[src/rtl/ad9911_cfg_ctrl_pkg.sv]
// Shared definitions for the AD9911 configuration controller: FSM encodings,
// register addresses, frame lengths and the frame alignment helper.
package ad9911_cfg_ctrl_pkg;

  // Main controller states; the 3-bit encoding is fully used, but any
  // corrupted value still falls back to IDLE through the case default.
  typedef enum logic [2:0] {
    ST_IDLE   = 3'd0,
    ST_MRST   = 3'd1,
    ST_LOCK   = 3'd2,
    ST_CSR_WR = 3'd3,
    ST_GAP    = 3'd4,
    ST_FR1_WR = 3'd5,
    ST_FTW_WR = 3'd6,
    ST_IOUP   = 3'd7
  } state_e;

  // Serial shifter phases.
  typedef enum logic [1:0] {
    SH_IDLE  = 2'd0,
    SH_SHIFT = 2'd1,
    SH_TAIL  = 2'd2
  } sh_state_e;

  // AD9911 register addresses (write, instruction byte = address).
  localparam logic [7:0] ADDR_CSR   = 8'h00;
  localparam logic [7:0] ADDR_FR1   = 8'h01;
  localparam logic [7:0] ADDR_CFTW0 = 8'h04;

  // IO_UPDATE pulse width in cycles and the longest serial frame.
  localparam int unsigned IOUP_CYC  = 2;
  localparam int unsigned FRAME_MAX = 40;

  // Frame lengths in bits (instruction byte included).
  localparam logic [5:0] LEN_CSR = 6'd16;
  localparam logic [5:0] LEN_FR1 = 6'd32;
  localparam logic [5:0] LEN_FTW = 6'd40;

  // Move an nbits-long right-justified frame so its MSB sits at bit 39,
  // which is where the shifter takes the first serial bit from.
  function automatic logic [FRAME_MAX-1:0] left_align(
    input logic [FRAME_MAX-1:0] raw,
    input logic [5:0]           nbits
  );
    return raw << (6'(FRAME_MAX) - nbits);
  endfunction

endpackage

[src/rtl/ad9911_spi_shift.sv]
// 3-wire SPI frame shifter for the AD9911. Loads a left-aligned frame on
// start, presents one bit per 2*HALF_PER cycles (SCLK rising mid-bit), holds
// CS_N low for a trailing HALF_PER after the last falling edge and strobes
// done in the final low cycle.
module ad9911_spi_shift
  import ad9911_cfg_ctrl_pkg::*;
#(
  parameter int unsigned HALF_PER = 2
) (
  input  logic                 clk,
  input  logic                 rst_n,
  input  logic                 start_i,
  input  logic [5:0]           len_i,
  input  logic [FRAME_MAX-1:0] frame_i,
  output logic                 done_o,
  output logic                 cs_n_o,
  output logic                 sclk_o,
  output logic                 sdio_o
);

  localparam logic [3:0] DIV_LOAD = 4'(HALF_PER - 1);

  sh_state_e             sh_q, sh_d;
  logic [FRAME_MAX-1:0]  shift_q, shift_d;
  logic [5:0]            bit_cnt_q, bit_cnt_d;
  logic [3:0]            div_q, div_d;
  logic                  cs_n_q, cs_n_d;
  logic                  sclk_q, sclk_d;
  logic                  sdio_q, sdio_d;

  // Shifter phase, divider, bit counter and serial line next-state logic.
  always_comb begin
    sh_d      = sh_q;
    shift_d   = shift_q;
    bit_cnt_d = bit_cnt_q;
    div_d     = div_q;
    cs_n_d    = cs_n_q;
    sclk_d    = sclk_q;
    sdio_d    = sdio_q;
    case (sh_q)
      SH_IDLE: begin
        if (start_i) begin
          sdio_d    = frame_i[FRAME_MAX-1];
          shift_d   = frame_i << 1;
          bit_cnt_d = len_i - 6'd1;
          div_d     = DIV_LOAD;
          cs_n_d    = 1'b0;
          sclk_d    = 1'b0;
          sh_d      = SH_SHIFT;
        end else begin
          cs_n_d = 1'b1;
          sclk_d = 1'b0;
          sdio_d = 1'b0;
        end
      end
      SH_SHIFT: begin
        if (div_q != 4'd0) begin
          div_d = div_q - 4'd1;
        end else begin
          div_d = DIV_LOAD;
          if (!sclk_q) begin
            sclk_d = 1'b1;
          end else begin
            // Falling edge: present the next bit, or enter the CS hold tail.
            sclk_d = 1'b0;
            if (bit_cnt_q != 6'd0) begin
              sdio_d    = shift_q[FRAME_MAX-1];
              shift_d   = shift_q << 1;
              bit_cnt_d = bit_cnt_q - 6'd1;
            end else begin
              sh_d = SH_TAIL;
            end
          end
        end
      end
      SH_TAIL: begin
        if (div_q != 4'd0) begin
          div_d = div_q - 4'd1;
        end else begin
          sh_d   = SH_IDLE;
          cs_n_d = 1'b1;
          sdio_d = 1'b0;
        end
      end
      default: begin
        sh_d   = SH_IDLE;
        cs_n_d = 1'b1;
        sclk_d = 1'b0;
        sdio_d = 1'b0;
      end
    endcase
  end

  // Shifter state registers; reset aborts any frame with CS_N high.
  always_ff @(posedge clk or negedge rst_n) begin
    if (!rst_n) begin
      sh_q      <= SH_IDLE;
      shift_q   <= '0;
      bit_cnt_q <= 6'd0;
      div_q     <= 4'd0;
      cs_n_q    <= 1'b1;
      sclk_q    <= 1'b0;
      sdio_q    <= 1'b0;
    end else begin
      sh_q      <= sh_d;
      shift_q   <= shift_d;
      bit_cnt_q <= bit_cnt_d;
      div_q     <= div_d;
      cs_n_q    <= cs_n_d;
      sclk_q    <= sclk_d;
      sdio_q    <= sdio_d;
    end
  end

  assign done_o = (sh_q == SH_TAIL) && (div_q == 4'd0);
  assign cs_n_o = cs_n_q;
  assign sclk_o = sclk_q;
  assign sdio_o = sdio_q;

endmodule

[src/rtl/ad9911_cfg_ctrl.sv]
// AD9911 configuration controller: runs the power-up sequence (MRESET, PLL
// lock wait, CSR and FR1 writes, IO_UPDATE) on INITI, then serves frequency
// updates as CFTW0 writes followed by an IO_UPDATE pulse.
module ad9911_cfg_ctrl
  import ad9911_cfg_ctrl_pkg::*;
#(
  parameter int unsigned HALF_PER = 2,
  parameter int unsigned RST_CYC  = 10,
  parameter int unsigned LOCK_CYC = 10000,
  parameter logic [7:0]  CSR_WORD = 8'h10,
  parameter logic [23:0] FR1_WORD = 24'hD00000
) (
  input  logic        CLOCK_10M,
  input  logic        RESET_N,
  input  logic        INITI,
  output logic        INITIED,
  input  logic [31:0] FREQW,
  input  logic        UPDATE,
  output logic        UPDATED,
  output logic        BUSY,
  output logic        MRESET,
  output logic        CS_N,
  output logic        SCLK,
  output logic        SDIO,
  output logic        IO_UPDATE
);

  localparam int unsigned CNT_MAX = RST_CYC + LOCK_CYC + 2 * HALF_PER + IOUP_CYC;
  localparam int          CNT_W   = $clog2(CNT_MAX + 1);

  state_e               state_q, state_d;
  logic [CNT_W-1:0]     cnt_q, cnt_d;
  logic                 initied_q, initied_d;
  logic                 updated_q, updated_d;
  logic                 busy_q, busy_d;
  logic                 mreset_q, mreset_d;
  logic                 io_update_q, io_update_d;

  logic                 start_s;
  logic [5:0]           len_s;
  logic [FRAME_MAX-1:0] frame_s;
  logic                 done_s;

  // Sequencing: next state, phase counter, shifter launch and output levels.
  always_comb begin
    state_d   = state_q;
    cnt_d     = cnt_q;
    initied_d = initied_q;
    start_s   = 1'b0;
    len_s     = LEN_FTW;
    frame_s   = '0;
    case (state_q)
      ST_IDLE: begin
        if (!initied_q) begin
          // A pending UPDATE waits here until init has completed.
          if (INITI) begin
            state_d = ST_MRST;
            cnt_d   = CNT_W'(RST_CYC - 1);
          end else begin
            state_d = ST_IDLE;
          end
        end else if (UPDATE) begin
          state_d = ST_FTW_WR;
          start_s = 1'b1;
          len_s   = LEN_FTW;
          frame_s = {ADDR_CFTW0, FREQW};
        end else begin
          state_d = ST_IDLE;
        end
      end
      ST_MRST: begin
        if (cnt_q == '0) begin
          state_d = ST_LOCK;
          cnt_d   = CNT_W'(LOCK_CYC - 1);
        end else begin
          cnt_d = cnt_q - CNT_W'(1);
        end
      end
      ST_LOCK: begin
        if (cnt_q == '0) begin
          state_d = ST_CSR_WR;
          start_s = 1'b1;
          len_s   = LEN_CSR;
          frame_s = left_align(40'({ADDR_CSR, CSR_WORD}), LEN_CSR);
        end else begin
          cnt_d = cnt_q - CNT_W'(1);
        end
      end
      ST_CSR_WR: begin
        if (done_s) begin
          state_d = ST_GAP;
          cnt_d   = CNT_W'(2 * HALF_PER - 1);
        end else begin
          state_d = ST_CSR_WR;
        end
      end
      ST_GAP: begin
        if (cnt_q == '0) begin
          state_d = ST_FR1_WR;
          start_s = 1'b1;
          len_s   = LEN_FR1;
          frame_s = left_align(40'({ADDR_FR1, FR1_WORD}), LEN_FR1);
        end else begin
          cnt_d = cnt_q - CNT_W'(1);
        end
      end
      ST_FR1_WR, ST_FTW_WR: begin
        if (done_s) begin
          state_d = ST_IOUP;
          cnt_d   = CNT_W'(IOUP_CYC - 1);
        end else begin
          state_d = state_q;
        end
      end
      ST_IOUP: begin
        if (cnt_q == '0) begin
          state_d   = ST_IDLE;
          initied_d = 1'b1;
        end else begin
          cnt_d = cnt_q - CNT_W'(1);
        end
      end
      default: begin
        state_d = ST_IDLE;
        cnt_d   = '0;
      end
    endcase

    // Outputs follow the state being entered so they line up with it.
    busy_d      = (state_d != ST_IDLE);
    mreset_d    = (state_d == ST_MRST);
    io_update_d = (state_d == ST_IOUP);
    // Only an update (not the init IO_UPDATE) pulls UPDATED low.
    updated_d   = !((state_d == ST_FTW_WR) || ((state_d == ST_IOUP) && initied_q));
  end

  // Controller registers with asynchronous reset to the idle, uninitialised state.
  always_ff @(posedge CLOCK_10M or negedge RESET_N) begin
    if (!RESET_N) begin
      state_q     <= ST_IDLE;
      cnt_q       <= '0;
      initied_q   <= 1'b0;
      updated_q   <= 1'b1;
      busy_q      <= 1'b0;
      mreset_q    <= 1'b0;
      io_update_q <= 1'b0;
    end else begin
      state_q     <= state_d;
      cnt_q       <= cnt_d;
      initied_q   <= initied_d;
      updated_q   <= updated_d;
      busy_q      <= busy_d;
      mreset_q    <= mreset_d;
      io_update_q <= io_update_d;
    end
  end

  ad9911_spi_shift #(
    .HALF_PER (HALF_PER)
  ) u_spi (
    .clk     (CLOCK_10M),
    .rst_n   (RESET_N),
    .start_i (start_s),
    .len_i   (len_s),
    .frame_i (frame_s),
    .done_o  (done_s),
    .cs_n_o  (CS_N),
    .sclk_o  (SCLK),
    .sdio_o  (SDIO)
  );

  assign INITIED   = initied_q;
  assign UPDATED   = updated_q;
  assign BUSY      = busy_q;
  assign MRESET    = mreset_q;
  assign IO_UPDATE = io_update_q;

endmodule

[config.mk]
export PLATFORM = sky130hd
export DESIGN_NAME = ad9911_cfg_ctrl
export DESIGN_NICKNAME = d
export VERILOG_FILES = /design/src/rtl/ad9911_cfg_ctrl_pkg.sv /design/src/rtl/ad9911_spi_shift.sv /design/src/rtl/ad9911_cfg_ctrl.sv
export SDC_FILE = /design/constraint.sdc
export NUM_CORES = 1
export LEC_CHECK = 0
export BUFFER_PORTS_ARGS = -buffer_cell sky130_fd_sc_hd__clkbuf_2
export CAP_MARGIN = 5
export CORE_ASPECT_RATIO = 0.7
export CORE_MARGIN = 2
export CORE_UTILIZATION = 45
export CTS_CLUSTER_DIAMETER = 60
export DETAILED_ROUTE_END_ITERATION = 6
export SLEW_MARGIN = 20
export SYNTH_ARGS = -nofsm -noshare
export SYNTH_HDL_FRONTEND = slang
export SYNTH_SLANG_ARGS = --single-unit
[constraint.sdc]
create_clock -name CLOCK_10M -period 7.2 [get_ports CLOCK_10M]
set_clock_uncertainty 0.05 [all_clocks]
set_input_delay 0.36 -clock CLOCK_10M [delete_from_list [all_inputs] [get_ports CLOCK_10M]]
set_output_delay 0.36 -clock CLOCK_10M [all_outputs]
set_load 0.01 [all_outputs]
# Word level (Yosys, flattened, before mapping)
# Index checks and enable logic that the tools add are counted.
# classes
n_reduce_logical	24
eq_ne	24
bitwise_logic	2
n_mux	60
addsub	4
# ops
cell	n
40-bit two-way mux	4
35-bit case mux with 3 select lines	1
14-bit two-way mux	6
40-bit case mux with 2 select lines	1
35-bit two-way mux	2
14-bit case mux with 5 select lines	1
33-bit two-way mux	1
6-bit two-way mux	5
29-bit two-way mux	1
3-bit two-way mux	8
6-bit case mux with 2 select lines	2
3-bit case mux with 7 select lines	1
3-bit == test (second input constant)	6
2-bit != test (second input constant)	9
4-bit two-way mux	4
5-bit AND reduction	3
14-bit zero test	1
14-bit by 1-bit subtractor with 14-bit output (second input constant)	1
1-bit two-way mux	12
4-bit case mux with 3 select lines	1
6-bit by 1-bit subtractor with 6-bit output (second input constant)	2
2-bit two-way mux	5
3-bit by 1-bit == test with 1-bit output (second input constant)	2
3-bit by 2-bit == test with 1-bit output (second input constant)	2
23 further kinds	33
# totals
in_bits	36
out_inout_bits	8
reg_bits	77
word_cells	128

# Longest topological paths before layout
# depth
ltp_word	8
ltp_mapped	13
depth_no_buf	9

# Cells and area by module
# From an unflattened synthesis, not the netlist that was laid out.
# unflattened
hier_cells	501
hier_area_um2	4598.2
# by_module_without_submodules
mod	cells_each	instances	area_per_inst_um2	seq_area_each_um2
ad9911_spi_shift	291	1	2937.8	1352.5
ad9911_cfg_ctrl	210	1	1660.3	551.8

# Least setup slack after synthesis
# Ideal clock, no wire load.
# synth_path
kind	register to register
from	reg cnt_q[0]
to	reg u_spi.bit_cnt_q[4]
arrival_time_ps	2969
setup_ps	141
path_slack_ps	4040
path_stages_with_launch	13
synth_period_minus_slack_ps	3160
required_ps	7009
n_path_buf	4
cell_sequence	dfrtp_1 > inv_1 > ha_1 > or4b_1 > clkbuf_1 > or4_1 > buf_2 > o311a_4 > or2_1 > buf_2 > buf_6 > nor3_1 > a211oi_1
# synth_via
elab_chain_len	6
word_cells_on_any_way	11
classes_between	1 x add/sub; 1 x eq/ne; 7 x mux; 2 x reduce/logical
# synth_rtl
item	line	source
start: declaration	ad9911_cfg_ctrl.sv:32	logic [CNT_W-1:0] cnt_q, cnt_d;
start signal: assignment	ad9911_cfg_ctrl.sv:149	cnt_q <= cnt_d;
14-bit zero test (*)	ad9911_cfg_ctrl.sv:80, ad9911_cfg_ctrl.sv:98	
4-bit two-way mux / 6-bit two-way mux (equally long branches)	ad9911_cfg_ctrl.sv:98, ad9911_cfg_ctrl.sv:80	
6-bit case mux with 2 select lines	ad9911_cfg_ctrl.sv:52	case (state_q)
6-bit by 1-bit subtractor with 6-bit output	ad9911_spi_shift.sv:45	bit_cnt_d = len_i - 6'd1;
6-bit two-way mux	ad9911_spi_shift.sv:42	if (start_i) begin
6-bit case mux with 2 select lines	ad9911_spi_shift.sv:40	case (sh_q)
end signal: assignment	ad9911_spi_shift.sv:107	bit_cnt_q <= bit_cnt_d;
end: declaration	ad9911_spi_shift.sv:25	logic [5:0] bit_cnt_q, bit_cnt_d;
# Mark *: on every way between the ends. The rest lies on a longest branch, timed or not. The select of a mux whose other input is x is not followed.
# A chain may end at the register's enable or synchronous reset.

# Worst setup path after layout
# Same ends and word-level chain as after synthesis.

==> flow_metrics.py <==
metrics = {
    "outcome": {
        "status": "finished, final reports clean",
    },
    "grt": {
        "grt_max_degree": 80,
        "antenna_found_initial": 0,
        "grt_pass1_vias": 3164,
        "grt_usage_pct": 19.17,
        "overflow": 0,
        "grt_pass1_wl_mm": 15.60,
    },
    "worst_setup_path": {
        "cp_max_fo": 78,
        "endpoint_kind": "flip-flop",
        "r2r-end": "u_spi.bit_cnt_q[4]$_DFFE_PN0P_",
        "critPathKind": "reg -> reg",
        "r2r_start": "cnt_q[0]$_DFFE_PN0P_",
        "startpoint_type": "flip-flop",
        "reg2reg_depth": 9,
        "required_ns": 7.33,
        "r2r_setup_slack_ns": 3.59,
        "arrival_ns": 3.74,
    },
    "route": {
        "wl_mm": 9.111,
        "drc": 0,
        "vias_per_cell": 5.339,
        "drtIter0Drc": 272,
        "postRouteAntennaNets": 0,
        "first_pass_iters": 4,
        "vias": 3572,
        "drt-wirelength-per-cell_um": 13.62,
    },
    "cts": {
        "clk_pin_slew_ns": 0.06,
        "post_cts_buffers": 0,
        "cts.sinks": 76,
        "cts_root_buf": "clkbuf_16",
        "clk_path_buf_depth": 2,
        "cts_buffers": 9,
        "cts_resized": 0,
        "cts_tree": "done",
        "clk_latency_ns": 0.33,
        "cts_max_level": 3,
        "cts_hold_buf": 0,
    },
    "synth": {
        "muxShareOfSynthArea_pct": 0.4734,
        "ys_ff_latch": 76,
        "postSynthAreaPerCell_um2": 8.148,
        "synthSimpleGateAreaFrac_pct": 24.67,
        "yosysSeqAreaShare_pct": 45.03,
        "synthAdderAreaFrac_pct": 2.308,
        "ys_types": 56,
        "syn_nets": 562,
        "synth-main-ff-cell": "dfrtp_1",
        "synth_area_mm2": 0.004229,
        "ys_async_sr_fraction_pct": 100.0,
        "yosys.area_share.xor_xnor_pct": 2.071,
        "synth-edff-count": 0,
        "yosys_warnings": 0,
        "synth_top_family_by_area": "simple AND/OR/NAND/NOR gates",
        "syn_inst": 519,
        "synth_compound_area_share_pct": 20.62,
    },
    "die": {
        "ios": 44,
        "die_h_um": 85.11,
        "fp-row-count": 29,
        "start_util_pct": 46.43,
        "die_area_mm2": 0.01020,
        "die_w_um": 119.9,
        "core_area_mm2": 0.009107,
    },
    "placement": {
        "gp_congestion": 0.8319,
        "dp.cells": 653,
        "io_buffers": 43,
        "dp_hpwl_mm": 5.983,
    },
    "cells_and_area": {
        "fin_nets": 583,
        "diodes": 0,
        "syn_to_final_growth_pct": 14.47,
        "fillers": 878,
        "drive_gt1_share_pct": 14.50,
        "fin_cells": 669,
    },
    "power_and_ir_drop": {
        "power.density_mw_per_mm2": 389.1,
        "p_leak_nw": 2.192,
        "irDropWorstVdd_mv": 0.2612,
        "finalPower_mw": 1.883,
    },
    "sta": {
        "min_period_ns": 3.608,
        "worstMarginPinSlew_ns": 1.099,
        "setup_violations": 0,
        "finalMaxSlewViolations": 0,
        "maxSlewHeadroom_pct": 26.04,
        "rsz0062_at_grt": "no",
        "period_share_pct": 50.12,
        "setup_tns_ns": 0,
        "clock.fmax_mhz": 277.1,
        "timing_hold_violations_final": 0,
    },
    "flow_run": {
        "max_cap_violations": 0,
    },
    "hold_path": {
        "hold_class": "in -> async",
    },
}
## worst max-delay path: stages (launching register included)
cell and delay (ns):
dfrtp_1 0.40, inv_1 0.09, ha_1 0.22, or4b_1 0.57, or4_1 0.74, o311a_4 0.44, or2_2 0.29, buf_4 0.33
nor3_1 0.25, a211oi_1 0.07
## state kept, by name (all words and copies together) (netlist names)
register	count
BUSY	1
INITIED	1
IO_UPDATE	1
MRESET	1
UPDATED	1
cnt_q	14
state_q	3
u_spi.bit_cnt_q	6
u_spi.cs_n_o	1
u_spi.div_q	4
u_spi.sclk_o	1
u_spi.sdio_o	1
u_spi.sh_q	2
u_spi.shift_q	39
## worst max path at each step
stage	start	to	slack (ns)	cells past startpoint
floorplan	cnt_q[0]$_DFFE_PN0P_	u_spi.bit_cnt_q[4]$_DFFE_PN0P_	4.04	12
global placement	cnt_q[0]$_DFFE_PN0P_	u_spi.bit_cnt_q[4]$_DFFE_PN0P_	3.66	9
detailed placement	cnt_q[0]$_DFFE_PN0P_	u_spi.bit_cnt_q[4]$_DFFE_PN0P_	3.58	9
CTS	cnt_q[0]$_DFFE_PN0P_	u_spi.bit_cnt_q[4]$_DFFE_PN0P_	3.59	9
global route	cnt_q[0]$_DFFE_PN0P_	cnt_q[13]$_DFFE_PN0P_	3.36	8
finish	cnt_q[0]$_DFFE_PN0P_	u_spi.bit_cnt_q[4]$_DFFE_PN0P_	3.59	9
## report_power, final
| part | switching, mW | internal [mW] |
|---|---|---|
| clock | 0.170 | 0.393 |
| combinational | 0.425 | 0.268 |
| sequential | 0.111 | 0.515 |
| total | 0.707 | 1.18 |
## synth_stat cells (2+ instances only)
cell       number  area [um2]
a32o_1          3       30.03
and2_1          3       18.77
nor2b_1         5       31.28
o22a_1          2       17.52
a211oi_1        2       15.01
ha_1            7       87.58
o22ai_1         3       18.77
or4_1           4       30.03
nor4_1          3       18.77
clkbuf_1       25       93.84
nand2b_1        4       25.02
and3_1          2       12.51
o21ai_1        13       65.06
nor2_1         64       240.2
nand3_1        14       70.07
a2bb2oi_1       6       52.55
a22o_1          3       26.28
buf_1           2       7.510
a31oi_1         3       18.77
o21ai_0        38       190.2
dfrtp_1        74        1852
nor3_2          2       20.02
xnor2_1        10       87.58
nor3_1         16       80.08
buf_2           7       35.03
a21oi_1        49       245.2
or2_2           5       31.28
dfstp_2         2       52.55
inv_1           9       33.78
or3_1           3       18.77
mux2i_1         2       20.02
nor3b_1         3       22.52
buf_6           3       33.78
nand2_1       102       382.9
a21o_1          5       37.54
## placed cells by master, fill, tap and decap left out, types with 9 or more instances in the layout
cell       netlist  final
nand3_1         14     14
o21ai_1         13     13
clkbuf_16        0      9
nor3_1          16     16
nand2_1        102    102
nor2_1          64     64
inv_1            9      9
o21ai_0         38     38
dfrtp_1         74     74
clkbuf_2         0     42
a21oi_1         49     49
xnor2_1         10     10
## layout make-up
cell class | count | area [um2] | share of cell area (%)
multi-input cells | 397 | 2123 | 43.86
inverters | 9 | 33.78 | 0.6979
clock inverters | 4 | 120.1 | 2.481
flip-flops and latches | 76 | 1904 | 39.34
repair buffers | 47 | 247.7 | 5.118
clock buffers | 12 | 256.5 | 5.299
well taps | 124 | 155.1 | 3.205
## through the flow
step | hold slack [ns] | util (%) | setup slack (ns) | cell area (um2)
2_1_floorplan | 0.01441 | - | 4.040 | 4229
3_3_place_gp | 0.4039 | 49.02 | 3.662 | 4464
3_5_place_dp | 0.4100 | 49.02 | 3.584 | 4464
4_1_cts | 0.1752 | 53.15 | 3.589 | 4841
5_1_grt | 0.2144 | 53.15 | 3.362 | 4841
6_report | 0.1329 | 53.15 | 3.592 | 4841
## metal layers
| metal | GRT usage (%) | vias to the layer above | wire length [um] |
|---|---|---|---|
| met5 | 0 | - | 0 |
| met4 | 6.096 | 0 | 70 |
| met3 | 4.301 | 5 | 370 |
| met2 | 26.86 | 62 | 3822 |
| met1 | 29.38 | 1668 | 4847 |
| li1 | - | 1837 | - |
## cell families (layout without fill, tap and decap cells)
| family | after synthesis | after routing |
|---|---|---|
| AND/OR/NAND/NOR | 235 | 235 |
| AO/OA/AOI/OAI | 142 | 142 |
| flip-flops | 76 | 76 |
| buffers and inverters | 46 | 72 |
| XOR/XNOR | 10 | 10 |
| adder cells (fa/ha/maj) | 8 | 8 |
| multiplexers | 2 | 2 |
Note: power is estimated with default switching activity, not from simulation.
